<file path="config.mk">
export PLATFORM = sky130hd
export DESIGN_NAME = pipe_cla_adder
export DESIGN_NICKNAME = d
export VERILOG_FILES = /design/src/rtl/cla_pkg.sv /design/src/rtl/cla_slice.sv /design/src/rtl/pipe_cla_adder.sv
export SDC_FILE = /design/constraint.sdc
export NUM_CORES = 1
export LEC_CHECK = 0
export ABC_AREA = 1
export ABC_CLOCK_PERIOD_IN_PS = 2300
export BUFFER_PORTS_ARGS = -buffer_cell sky130_fd_sc_hd__buf_2
export CELL_PAD_IN_SITES_DETAIL_PLACEMENT = 1
export CELL_PAD_IN_SITES_GLOBAL_PLACEMENT = 1
export CORE_UTILIZATION = 39
export CTS_CLUSTER_DIAMETER = 30
export DETAILED_ROUTE_END_ITERATION = 6
export PLACE_DENSITY_LB_ADDON = 0.1
export SETUP_SLACK_MARGIN = 0.5
export SYNTH_ARGS = -nofsm -noshare
export SYNTH_HDL_FRONTEND = slang
export SYNTH_HIERARCHICAL = 1
export SYNTH_SLANG_ARGS = --single-unit
</file>
<file path="constraint.sdc">
create_clock -name clk -period 2.3 [get_ports clk]
set_input_delay 0.23 -clock clk [delete_from_list [all_inputs] [get_ports clk]]
set_output_delay 0.23 -clock clk [all_outputs]
set_load 0.02 [all_outputs]
</file>
<file path="src/rtl/cla_pkg.sv">
// ---------------------------------------------------------------------------
// cla_pkg
// Shared constants for the pipelined carry-lookahead adder.
//   GROUP_SIZE  : width of one generate/propagate lookahead group
//   MIN_WIDTH   : smallest operand width the adder supports
//   MIN_STAGES  : smallest pipeline depth
//   paramsLegal : true when a WIDTH/STAGES pair can be built
// ---------------------------------------------------------------------------
package cla_pkg;

    localparam int GROUP_SIZE = 4;
    localparam int MIN_WIDTH  = 8;
    localparam int MIN_STAGES = 1;

    // Width must be whole groups, and the groups must split evenly over
    // the stages so that every stage owns the same number of groups.
    function automatic bit paramsLegal(input int width, input int stages);
        return (width >= MIN_WIDTH) &&
               ((width % GROUP_SIZE) == 0) &&
               (stages >= MIN_STAGES) &&
               (stages <= width / GROUP_SIZE) &&
               (((width / GROUP_SIZE) % stages) == 0);
    endfunction

endpackage

</file>
<file path="src/rtl/cla_slice.sv">
// ---------------------------------------------------------------------------
// cla_slice
// Combinational W-bit carry-lookahead adder built from 4-bit groups.
// Carries are fully looked-ahead inside each group; group carries chain
// from one group to the next.
//   a_i, b_i : operand slices (b_i already inverted for subtraction)
//   cin_i    : carry into bit 0 of the slice
//   sum_o    : slice sum
//   cout_o   : carry out of the slice MSB
//   cmsb_o   : carry into the slice MSB (used for signed overflow)
// ---------------------------------------------------------------------------
module cla_slice
    import cla_pkg::*;
#(
    parameter int W = 8
) (
    input  logic [W-1:0] a_i,
    input  logic [W-1:0] b_i,
    input  logic         cin_i,
    output logic [W-1:0] sum_o,
    output logic         cout_o,
    output logic         cmsb_o
);

    localparam int NG = W / GROUP_SIZE;

    logic [W-1:0]          gen;
    logic [W-1:0]          prop;
    logic [W-1:0]          carry;
    logic [NG:0]           groupCarry;
    logic [GROUP_SIZE-1:0] gg;
    logic [GROUP_SIZE-1:0] pp;
    logic                  c0;
    logic                  grpG;
    logic                  grpP;

    // Per-group lookahead: the three internal carries and the group
    // generate/propagate are flattened sum-of-products of the group's
    // bit generates/propagates and the group carry-in.
    always_comb begin
        gen           = a_i & b_i;
        prop          = a_i ^ b_i;
        carry         = '0;
        groupCarry    = '0;
        groupCarry[0] = cin_i;
        gg            = '0;
        pp            = '0;
        c0            = 1'b0;
        grpG          = 1'b0;
        grpP          = 1'b0;
        for (int j = 0; j < NG; j++) begin
            gg = gen[j*GROUP_SIZE +: GROUP_SIZE];
            pp = prop[j*GROUP_SIZE +: GROUP_SIZE];
            c0 = groupCarry[j];
            carry[j*GROUP_SIZE + 0] = c0;
            carry[j*GROUP_SIZE + 1] = gg[0] | (pp[0] & c0);
            carry[j*GROUP_SIZE + 2] = gg[1] | (pp[1] & gg[0]) | (pp[1] & pp[0] & c0);
            carry[j*GROUP_SIZE + 3] = gg[2] | (pp[2] & gg[1]) | (pp[2] & pp[1] & gg[0])
                                    | (pp[2] & pp[1] & pp[0] & c0);
            grpG = gg[3] | (pp[3] & gg[2]) | (pp[3] & pp[2] & gg[1])
                 | (pp[3] & pp[2] & pp[1] & gg[0]);
            grpP = &pp;
            groupCarry[j+1] = grpG | (grpP & c0);
        end
    end

    assign sum_o  = prop ^ carry;
    assign cout_o = groupCarry[NG];
    assign cmsb_o = carry[W-1];

endmodule

</file>
<file path="src/rtl/pipe_cla_adder.sv">
// ---------------------------------------------------------------------------
// pipe_cla_adder
// Pipelined add/subtract unit. The operands are cut into STAGES slices;
// stage k adds slice k with a cla_slice and registers its carry-out for
// stage k+1. Untouched upper operand slices ride along with each token and
// finished lower sum slices are carried forward in the stage registers.
// Valid/ready handshake on both sides, one result per cycle, latency of
// STAGES cycles.
//   clk, rst              : clock, synchronous active-high reset
//   in_valid, in_ready    : operand handshake (in_ready ignores in_valid)
//   A, B, Cin, sub        : operands, carry-in (ignored when sub=1), subtract
//   out_valid, out_ready  : result handshake
//   S, Cout, Ovfl, Zero   : result, carry-out (no-borrow for sub),
//                           signed overflow, result-is-zero
// Optional feature: define PIPE_CLA_ADDER_SAT_EN to saturate S on signed
// overflow instead of wrapping.
// ---------------------------------------------------------------------------
module pipe_cla_adder
    import cla_pkg::*;
#(
    parameter int WIDTH  = 16,
    parameter int STAGES = 2
) (
    input  logic             clk,
    input  logic             rst,
    input  logic             in_valid,
    output logic             in_ready,
    input  logic [WIDTH-1:0] A,
    input  logic [WIDTH-1:0] B,
    input  logic             Cin,
    input  logic             sub,
    output logic             out_valid,
    input  logic             out_ready,
    output logic [WIDTH-1:0] S,
    output logic             Cout,
    output logic             Ovfl,
    output logic             Zero
);

    localparam int SW   = WIDTH / STAGES;
    localparam int LAST = STAGES - 1;

    if (!paramsLegal(WIDTH, STAGES)) begin : g_badParams
        $error("pipe_cla_adder: illegal WIDTH/STAGES combination");
    end

    // Stage registers: token valid, operands, partial sum, slice carries.
    logic [STAGES-1:0] valid_q;
    logic [STAGES-1:0] carry_q;
    logic [STAGES-1:0] msbCarry_q;
    logic [WIDTH-1:0]  opA_q [STAGES];
    logic [WIDTH-1:0]  opB_q [STAGES];
    logic [WIDTH-1:0]  sum_q [STAGES];

    // Values presented to each stage's adder and their next-state forms.
    logic [STAGES-1:0] stageValid;
    logic [STAGES-1:0] stageCin;
    logic [WIDTH-1:0]  stageA   [STAGES];
    logic [WIDTH-1:0]  stageB   [STAGES];
    logic [WIDTH-1:0]  stageSum [STAGES];
    logic [WIDTH-1:0]  sum_d    [STAGES];
    logic [SW-1:0]     sliceSum [STAGES];
    logic [STAGES-1:0] sliceCout;
    logic [STAGES-1:0] sliceCmsb;
    logic [STAGES:0]   advance;

    // A stage may take a new token when it is empty or its current token
    // is leaving; the chain starts at the consumer's out_ready.
    always_comb begin
        advance         = '0;
        advance[STAGES] = out_ready;
        for (int k = STAGES - 1; k >= 0; k--) begin
            advance[k] = !valid_q[k] || advance[k+1];
        end
    end

    assign in_ready = advance[0];

    // Stage 0 takes the raw operands; subtraction is folded in here as
    // A + ~B + 1 so every later stage is a plain adder.
    always_comb begin
        stageValid = '0;
        stageCin   = '0;
        for (int k = 0; k < STAGES; k++) begin
            stageA[k]   = '0;
            stageB[k]   = '0;
            stageSum[k] = '0;
        end
        stageValid[0] = in_valid;
        stageCin[0]   = sub ? 1'b1 : Cin;
        stageA[0]     = A;
        stageB[0]     = sub ? ~B : B;
        for (int k = 1; k < STAGES; k++) begin
            stageValid[k] = valid_q[k-1];
            stageCin[k]   = carry_q[k-1];
            stageA[k]     = opA_q[k-1];
            stageB[k]     = opB_q[k-1];
            stageSum[k]   = sum_q[k-1];
        end
    end

    for (genvar g = 0; g < STAGES; g++) begin : g_stage
        cla_slice #(
            .W (SW)
        ) u_slice (
            .a_i    (stageA[g][g*SW +: SW]),
            .b_i    (stageB[g][g*SW +: SW]),
            .cin_i  (stageCin[g]),
            .sum_o  (sliceSum[g]),
            .cout_o (sliceCout[g]),
            .cmsb_o (sliceCmsb[g])
        );
    end

    // Each stage drops its freshly computed slice into the running sum.
    always_comb begin
        for (int k = 0; k < STAGES; k++) begin
            sum_d[k]              = stageSum[k];
            sum_d[k][k*SW +: SW]  = sliceSum[k];
        end
    end

    // Data registers only load real tokens, so a bubble never disturbs
    // the visible result and a stalled output holds naturally.
    always_ff @(posedge clk) begin
        if (rst) begin
            valid_q    <= '0;
            carry_q    <= '0;
            msbCarry_q <= '0;
            for (int k = 0; k < STAGES; k++) begin
                opA_q[k] <= '0;
                opB_q[k] <= '0;
                sum_q[k] <= '0;
            end
        end else begin
            for (int k = 0; k < STAGES; k++) begin
                if (advance[k]) begin
                    valid_q[k] <= stageValid[k];
                end
                if (advance[k] && stageValid[k]) begin
                    opA_q[k]      <= stageA[k];
                    opB_q[k]      <= stageB[k];
                    sum_q[k]      <= sum_d[k];
                    carry_q[k]    <= sliceCout[k];
                    msbCarry_q[k] <= sliceCmsb[k];
                end
            end
        end
    end

    logic [WIDTH-1:0] rawSum;

    assign rawSum    = sum_q[LAST];
    assign out_valid = valid_q[LAST];
    assign Cout      = carry_q[LAST];
    assign Ovfl      = msbCarry_q[LAST] ^ carry_q[LAST];

`ifdef PIPE_CLA_ADDER_SAT_EN
    // Overflow with a carry into the MSB but none out means two positives
    // wrapped negative; the opposite pattern means two negatives wrapped.
    always_comb begin
        S = rawSum;
        if (msbCarry_q[LAST] && !carry_q[LAST]) begin
            S = {1'b0, {(WIDTH-1){1'b1}}};
        end else if (!msbCarry_q[LAST] && carry_q[LAST]) begin
            S = {1'b1, {(WIDTH-1){1'b0}}};
        end
    end
`else
    assign S = rawSum;
`endif

    // Qualified by out_valid so Zero reads 0 out of reset and between tokens.
    assign Zero = out_valid && (S == '0);

endmodule

</file>
==> results of run 1 <==
power breakdown:
group / switching [mW] / internal, mW / total [mW]
clock: 0.243 / 0.205 / 0.447
combinational: 0.344 / 0.301 / 0.645
sequential: 0.0425 / 0.992 / 1.03
cells by family after synthesis:
family,synth area share [%]
buf+inv,7.226
xor+xnor,7.527
fa+ha+maj,9.634
compound gates,18.24
flops,44.73
simple gates,12.65
stage by stage:
| step | worst slack [ns] | area (sq um) | hold WS (ns) | std cells | utilization, % |
|---|---|---|---|---|---|
| floorplan | 0.2096 | 2938 | 0.2991 | 257 | - |
| global placement | 0.2190 | 3282 | 0.4379 | 408 | 45.49 |
| detailed placement | 0.1691 | 3282 | 0.4380 | 408 | 45.49 |
| CTS | 0.3989 | 3440 | 0.1231 | 419 | 47.68 |
| global route | 0.3610 | 3528 | 0.1219 | 423 | 48.91 |
| finish | 0.4146 | 3528 | 0.1343 | 423 | 48.91 |
what timing repair did:
action,CTS,global route
gates resized for setup,6,12
hold buffers,0,0
pin swaps,5,12
buffers inserted,3,4
endpoints found under the setup margin,3,9
hold endpoints to repair,0,0
state kept, by name (all words and copies together), names as in the netlist:
signal      flops
sum_q          24
msbCarry_q      1
opA_q           8
opB_q           8
valid_q         2
carry_q         2
worst reg2reg max path, cell delays in order (launching register included):
cell and delay [ns]:
edfxtp_1 0.43, ha_1 0.29, nand2_1 0.07, nand2_2 0.07
nand3_2 0.08, nand2_4 0.06, fa_2 0.34, xor2_1 0.15
a21boi_2 0.15
worst paths after layout:
| check | from | end | slack (ns) | cells after the start |
|---|---|---|---|---|
| max reg2reg | opA_q[0][8]$_SDFFCE_PN0P_ | sum_q[0][29]$_SDFFCE_PN0P_ | 0.41 | 8 |
| min | rst | valid_q[1]$_SDFFE_PP0P_ | 0.13 | 2 |
| min reg2reg | msbCarry_q[1]$_SDFFE_PP0P_ | msbCarry_q[1]$_SDFFE_PP0P_ | 0.50 | 2 |
| max | opA_q[0][8]$_SDFFCE_PN0P_ | sum_q[0][29]$_SDFFCE_PN0P_ | 0.41 | 8 |
cell type report:
cell class,count,area (sq um)
sequential,45,1301
inverter,27,102.6
clock buffer,5,68.82
clock inverter,3,12.51
tap,99,123.9
fill,817,3686
multi-input combinational,175,1499
timing repair buffer,69,420.4
routing by layer:
layer / wire length (um) / vias up
met5: 0 / -
met4: 67 / 0
met3: 208 / 6
met2: 2415 / 49
met1: 2595 / 882
li1: - / 992
placed cells by master (no fill, tap or decap), types with 2 or more instances in the layout:
cell type,count
xnor2_1,11
edfxtp_1,40
nand3_2,4
a21boi_2,32
nand3_1,4
fa_1,2
nand2_4,3
a21o_1,2
clkinv_1,3
dfxtp_1,5
ha_4,4
a21oi_4,2
fa_2,2
xor2_1,13
clkinv_2,2
nand2_2,11
buf_2,57
a21oi_1,4
buf_12,3
inv_2,2
inv_1,23
nand2_1,32
a31oi_1,2
clkbuf_8,5
ha_1,12
a21oi_2,10
buf_4,8
nor2_1,17
==> flow_summary.json, run 1 <==
{
  "synth_most_common_cell": "edfxtp_1",
  "cp.required_ns": 2.34,
  "grt_pass1_wl_mm": 8.556,
  "grt-ovfl-total": 0,
  "startpoint_type": "register",
  "synth_commonest_cells": "edfxtp_1, nand2_1, a21boi_2",
  "row_count": 31,
  "ys_seq_area_share_pct": 44.73,
  "synth-warning-count": 6,
  "die_area_sq_um": 7808,
  "dpl.hpwl_mm": 4.094,
  "met1_usage_pct": 19.86,
  "grt_usage_pct": 14.33,
  "grt_antenna_before_repair": 0,
  "min_period_ns": 1.885,
  "synthCells": 257,
  "min_period_over_period_pct": 81.98,
  "cpMaxStageDelayCell": "edfxtp_1",
  "htreeDepth": 2,
  "diodes": 0,
  "tns_ns": 0,
  "path_clk_slew_ns": 0.08,
  "async_flop_share_pct": 0,
  "p_leak_nw": 1.568,
  "fmax_mhz": 530.4,
  "post_drt_via_cell_ratio": 4.560,
  "routabilityCongestion": 0.7695,
  "grt_max_degree": 41,
  "cp-end-kind": "register",
  "cts_tree": "done",
  "firstDrtPassIters": 4,
  "crit_buf_inv": 0,
  "peakVddDrop_mv": 0.2103,
  "vias": 1929,
  "drv_slew": 0,
  "grt-busiest-layer": "met2",
  "final_layout_size_suffix_gt1_share_pct": 45.99,
  "min_path_type": "in -> reg",
  "core_sq_um": 7214,
  "cts_root_buf": "clkbuf_8",
  "area_growth_pct": 21.29,
  "drtIter0Drc": 33,
  "insertion_delay_ns": 0.29,
  "routedWlPerCell_um": 12.50,
  "final.setup_skew_ns": 0.003852,
  "setup_viol": 0,
  "cts_buffers": 5,
  "die_w_um": 88.37,
  "ys_seq_elements": 45,
  "cp_top_family": "adder cells",
  "clockBufferDepth": 2,
  "drc": 0,
  "clock-sinks": 45,
  "synth_top_area_cell": "edfxtp_1",
  "ys_dominant_reg_cell": "edfxtp_1",
  "routed_wl_mm": 5.287,
  "cpPeakStageDelay_ns": 0.43,
  "drv_cap": 0,
  "netlist.area_leader.share_pct": 41.29,
  "ant_nets": 0,
  "synthTopCellsByArea": "edfxtp_1, a21boi_2, ha_1",
  "worst_slew_pin_slew_ns": 0.6533,
  "p_total_mw": 2.126,
  "hold_violations": 0,
  "path_class": "reg -> reg",
  "syn_area_sq_um": 2909,
  "ioPinCount": 59,
  "path_max_fanout": 3,
  "numPortBuffers": 58,
  "initial_core_util_pct": 40.32,
  "synth_fp_nets": 315,
  "p_per_area_nw_per_um2": 602.6,
  "grt_pass1_vias": 1782,
  "synth_cell_types": 28,
  "arrival_ns": 1.92,
  "synth-edff-count": 40,
  "crit_chain": "ha_1 -> nand2_1 -> nand2_2 -> nand3_2 -> nand2_4 -> fa_2 -> xor2_1 -> a21boi_2",
  "die_h_um": 88.37,
  "avgSynthCellArea_sq_um": 11.32,
  "grt_setup_unrepaired": "yes",
  "finalNetCount": 381,
  "outcome": "complete, no violations",
  "met2_usage_pct": 22.87,
  "gr-usage-met3_pct": 2.892,
  "relSlewSlack_pct": 56.34
}
No activity file was read; power rests on OpenSTA's default activity.
==> inputs of run 2 (changes only) <==
--- a/config.mk
+++ b/config.mk
@@ -6,11 +6,11 @@
 export NUM_CORES = 1
 export LEC_CHECK = 0
 export ABC_AREA = 1
-export ABC_CLOCK_PERIOD_IN_PS = 2300
+export ABC_CLOCK_PERIOD_IN_PS = 1900
 export BUFFER_PORTS_ARGS = -buffer_cell sky130_fd_sc_hd__buf_2
 export CELL_PAD_IN_SITES_DETAIL_PLACEMENT = 1
 export CELL_PAD_IN_SITES_GLOBAL_PLACEMENT = 1
-export CORE_UTILIZATION = 39
+export CORE_UTILIZATION = 40
 export CTS_CLUSTER_DIAMETER = 30
 export DETAILED_ROUTE_END_ITERATION = 6
 export PLACE_DENSITY_LB_ADDON = 0.1
==> constraint.sdc (replaced) <==
create_clock -name clk -period 1.9 [get_ports clk]
set_input_delay 0.19 -clock clk [delete_from_list [all_inputs] [get_ports clk]]
set_output_delay 0.19 -clock clk [all_outputs]
set_load 0.02 [all_outputs]
==> flow_summary.json, run 2 (synthesis gave the netlist of run 1 again) <==
{
  "power.internal_mw": 1.906,
  "row_count": 30,
  "comb_power_share_pct": 33.4,
  "cts_tree": "done",
  "crit_chain": "ha_1 -> nand2_1 -> nand2_2 -> nand3_2 -> nand2_2 -> fa_2 -> xor2_1 -> a21boi_2",
  "final_layout_size_suffix_gt1_share_pct": 53.39,
  "path_clk_slew_ns": 0.09,
  "min_path_type": "in -> reg",
  "routedWlPerCell_um": 12.71,
  "p_leak_nw": 1.713,
  "multi_input_area_sq_um": 1572,
  "grt_pass1_vias": 1947,
  "reg_top3": "sum_q x24, opA_q x8, opB_q x8",
  "crit_top_cell": "nand2_2",
  "grt-ovfl-total": 0,
  "vias": 1964,
  "largest_register": "sum_q",
  "min_period_ns": 1.866,
  "ant_nets": 0,
  "clock-sinks": 45,
  "cpMaxStageDelayCell": "edfxtp_1",
  "layoutNonFillerInstCount": 435,
  "tns_ns": 0,
  "hold_violations": 0,
  "htreeDepth": 2,
  "die_area_sq_um": 7618,
  "outcome": "complete, no violations",
  "final_cell_mix": "buf_2, edfxtp_1, a21boi_2, nand2_1, inv_1",
  "clockBufferDepth": 2,
  "area_growth_pct": 29.33,
  "core_sq_um": 6907,
  "diodes": 0,
  "drtIter0Drc": 41,
  "drt-met1-wl_mm": 2.538,
  "post_drt_via_cell_ratio": 4.515,
  "grt_setup_unrepaired": "yes",
  "routed_wl_mm": 5.531,
  "routabilityCongestion": 0.7628,
  "wl_met3_um": 200,
  "drc": 0,
  "grt_pass1_wl_mm": 9.059,
  "grt_antenna_before_repair": 0,
  "relSlewSlack_pct": 79.60,
  "ioPinCount": 59,
  "die_w_um": 87.28,
  "final_util_pct": 54.47,
  "die_h_um": 87.28,
  "worst_slew_pin_slew_ns": 0.3053,
  "setup_viol": 0,
  "top_layer": "met4",
  "firstDrtPassIters": 4,
  "cp-end-kind": "register",
  "cp.required_ns": 1.94,
  "cpPeakStageDelay_ns": 0.40,
  "layout_commonest_cell": "buf_2",
  "cts_buffers": 5,
  "path_max_fanout": 2,
  "path_class": "reg -> reg",
  "min_period_over_period_pct": 98.19,
  "switching_power_mw": 0.8538,
  "fmax_mhz": 536.0,
  "drv_cap": 0,
  "grt_max_degree": 41,
  "largest_reg_flops": 24,
  "peakVddDrop_mv": 0.3752,
  "insertion_delay_ns": 0.30,
  "p_sw_share_pct": 30.94,
  "p_clk_share_pct": 21.4,
  "drv_slew": 0,
  "finalNetCount": 396,
  "final.setup_skew_ns": 0.007561,
  "arrival_ns": 1.91,
  "p_total_mw": 2.760,
  "p_seq_share_pct": 45.2,
  "cts_root_buf": "clkbuf_8",
  "grt_usage_pct": 15.47,
  "regArea_sq_um": 1301,
  "startpoint_type": "register",
  "dr_wl_met2_mm": 2.739,
  "dpl.hpwl_mm": 4.156,
  "p_per_area_nw_per_um2": 733.5,
  "initial_core_util_pct": 42.12,
  "numPortBuffers": 58,
  "place_inst": 420,
  "nFillCells": 781
}
[run 2: cell types whose count changed in the layout (fill, tap and decap cells not counted), moves of 3 or more]
cell	delta
buf_2	-3
buf_4	+9
buf_6	+9
clkinv_1	-3
ha_1	+3
ha_4	-3
nand2_1	-9
nand2_4	+6
[run 2: layout make-up]
cell class	instances	area share, %
clock buffers	6	1.929
clock inverters	2	0.3991
well taps	96	3.193
inverters	27	2.727
repair buffers	84	15.40
multi-input cells	175	41.77
flip-flops and latches	45	34.59
[run 2: path summary, 6_finish.rpt]
check                                           startpoint                    endpoint  slack (ns)  cells past startpoint
worst max register to register   opA_q[0][8]$_SDFFCE_PN0P_  sum_q[0][29]$_SDFFCE_PN0P_        0.03                      8
worst min register to register  msbCarry_q[1]$_SDFFE_PP0P_  msbCarry_q[1]$_SDFFE_PP0P_        0.50                      2
worst min-delay path                                   rst     valid_q[0]$_SDFFE_PP0P_        0.08                      2
worst max-delay path             opA_q[0][8]$_SDFFCE_PN0P_  sum_q[0][29]$_SDFFCE_PN0P_        0.03                      8
[run 2: metrics by stage]
step / cell area, sq um / setup slack [ns] / hold WS [ns]
3_5_place_dp: 3413 / -0.1413 / 0.3975
2_1_floorplan: 2948 / -0.1503 / 0.2591
4_1_cts: 3632 / 0.03799 / 0.07302
3_3_place_gp: 3413 / -0.09566 / 0.3955
5_1_grt: 3762 / -0.07908 / 0.07034
6_report: 3762 / 0.03446 / 0.07900
[run 2: repair_timing]
action / in CTS / in global routing
hold buffers: 0 / 0
pin swaps: 13 / 12
buffers inserted: 6 / 1
setup endpoints to repair: 17 / 30
gates resized for setup: 18 / 29
[run 2: critical path: cells and delay by family, from the launching register on]
family	cells	cell delay, ns
DFF	1	0.40
xor gates and xnor gates	1	0.14
and+or+nand+nor	4	0.28
adders and majority gates	2	0.65
AOI/OAI and AO/OA	1	0.15
[run 2: per-layer routing]
| metal | up-vias | global-route usage [%] |
|---|---|---|
| met5 | - | 0 |
| met4 | 0 | 3.577 |
| met3 | 5 | 2.844 |
| met2 | 50 | 26.63 |
| met1 | 881 | 20.16 |
| li1 | 1028 | - |
[run 2: power by group through the flow]
stage / Clock (mW) / Combinational (mW) / Sequential (mW)
global placement: 0 / 0.769 / 1.26
floorplan: 0 / 0.510 / 1.31
detailed placement: 0 / 0.788 / 1.27
global route: 0.649 / 1.02 / 1.26
CTS: 0.610 / 0.850 / 1.25
finish: 0.590 / 0.922 / 1.25
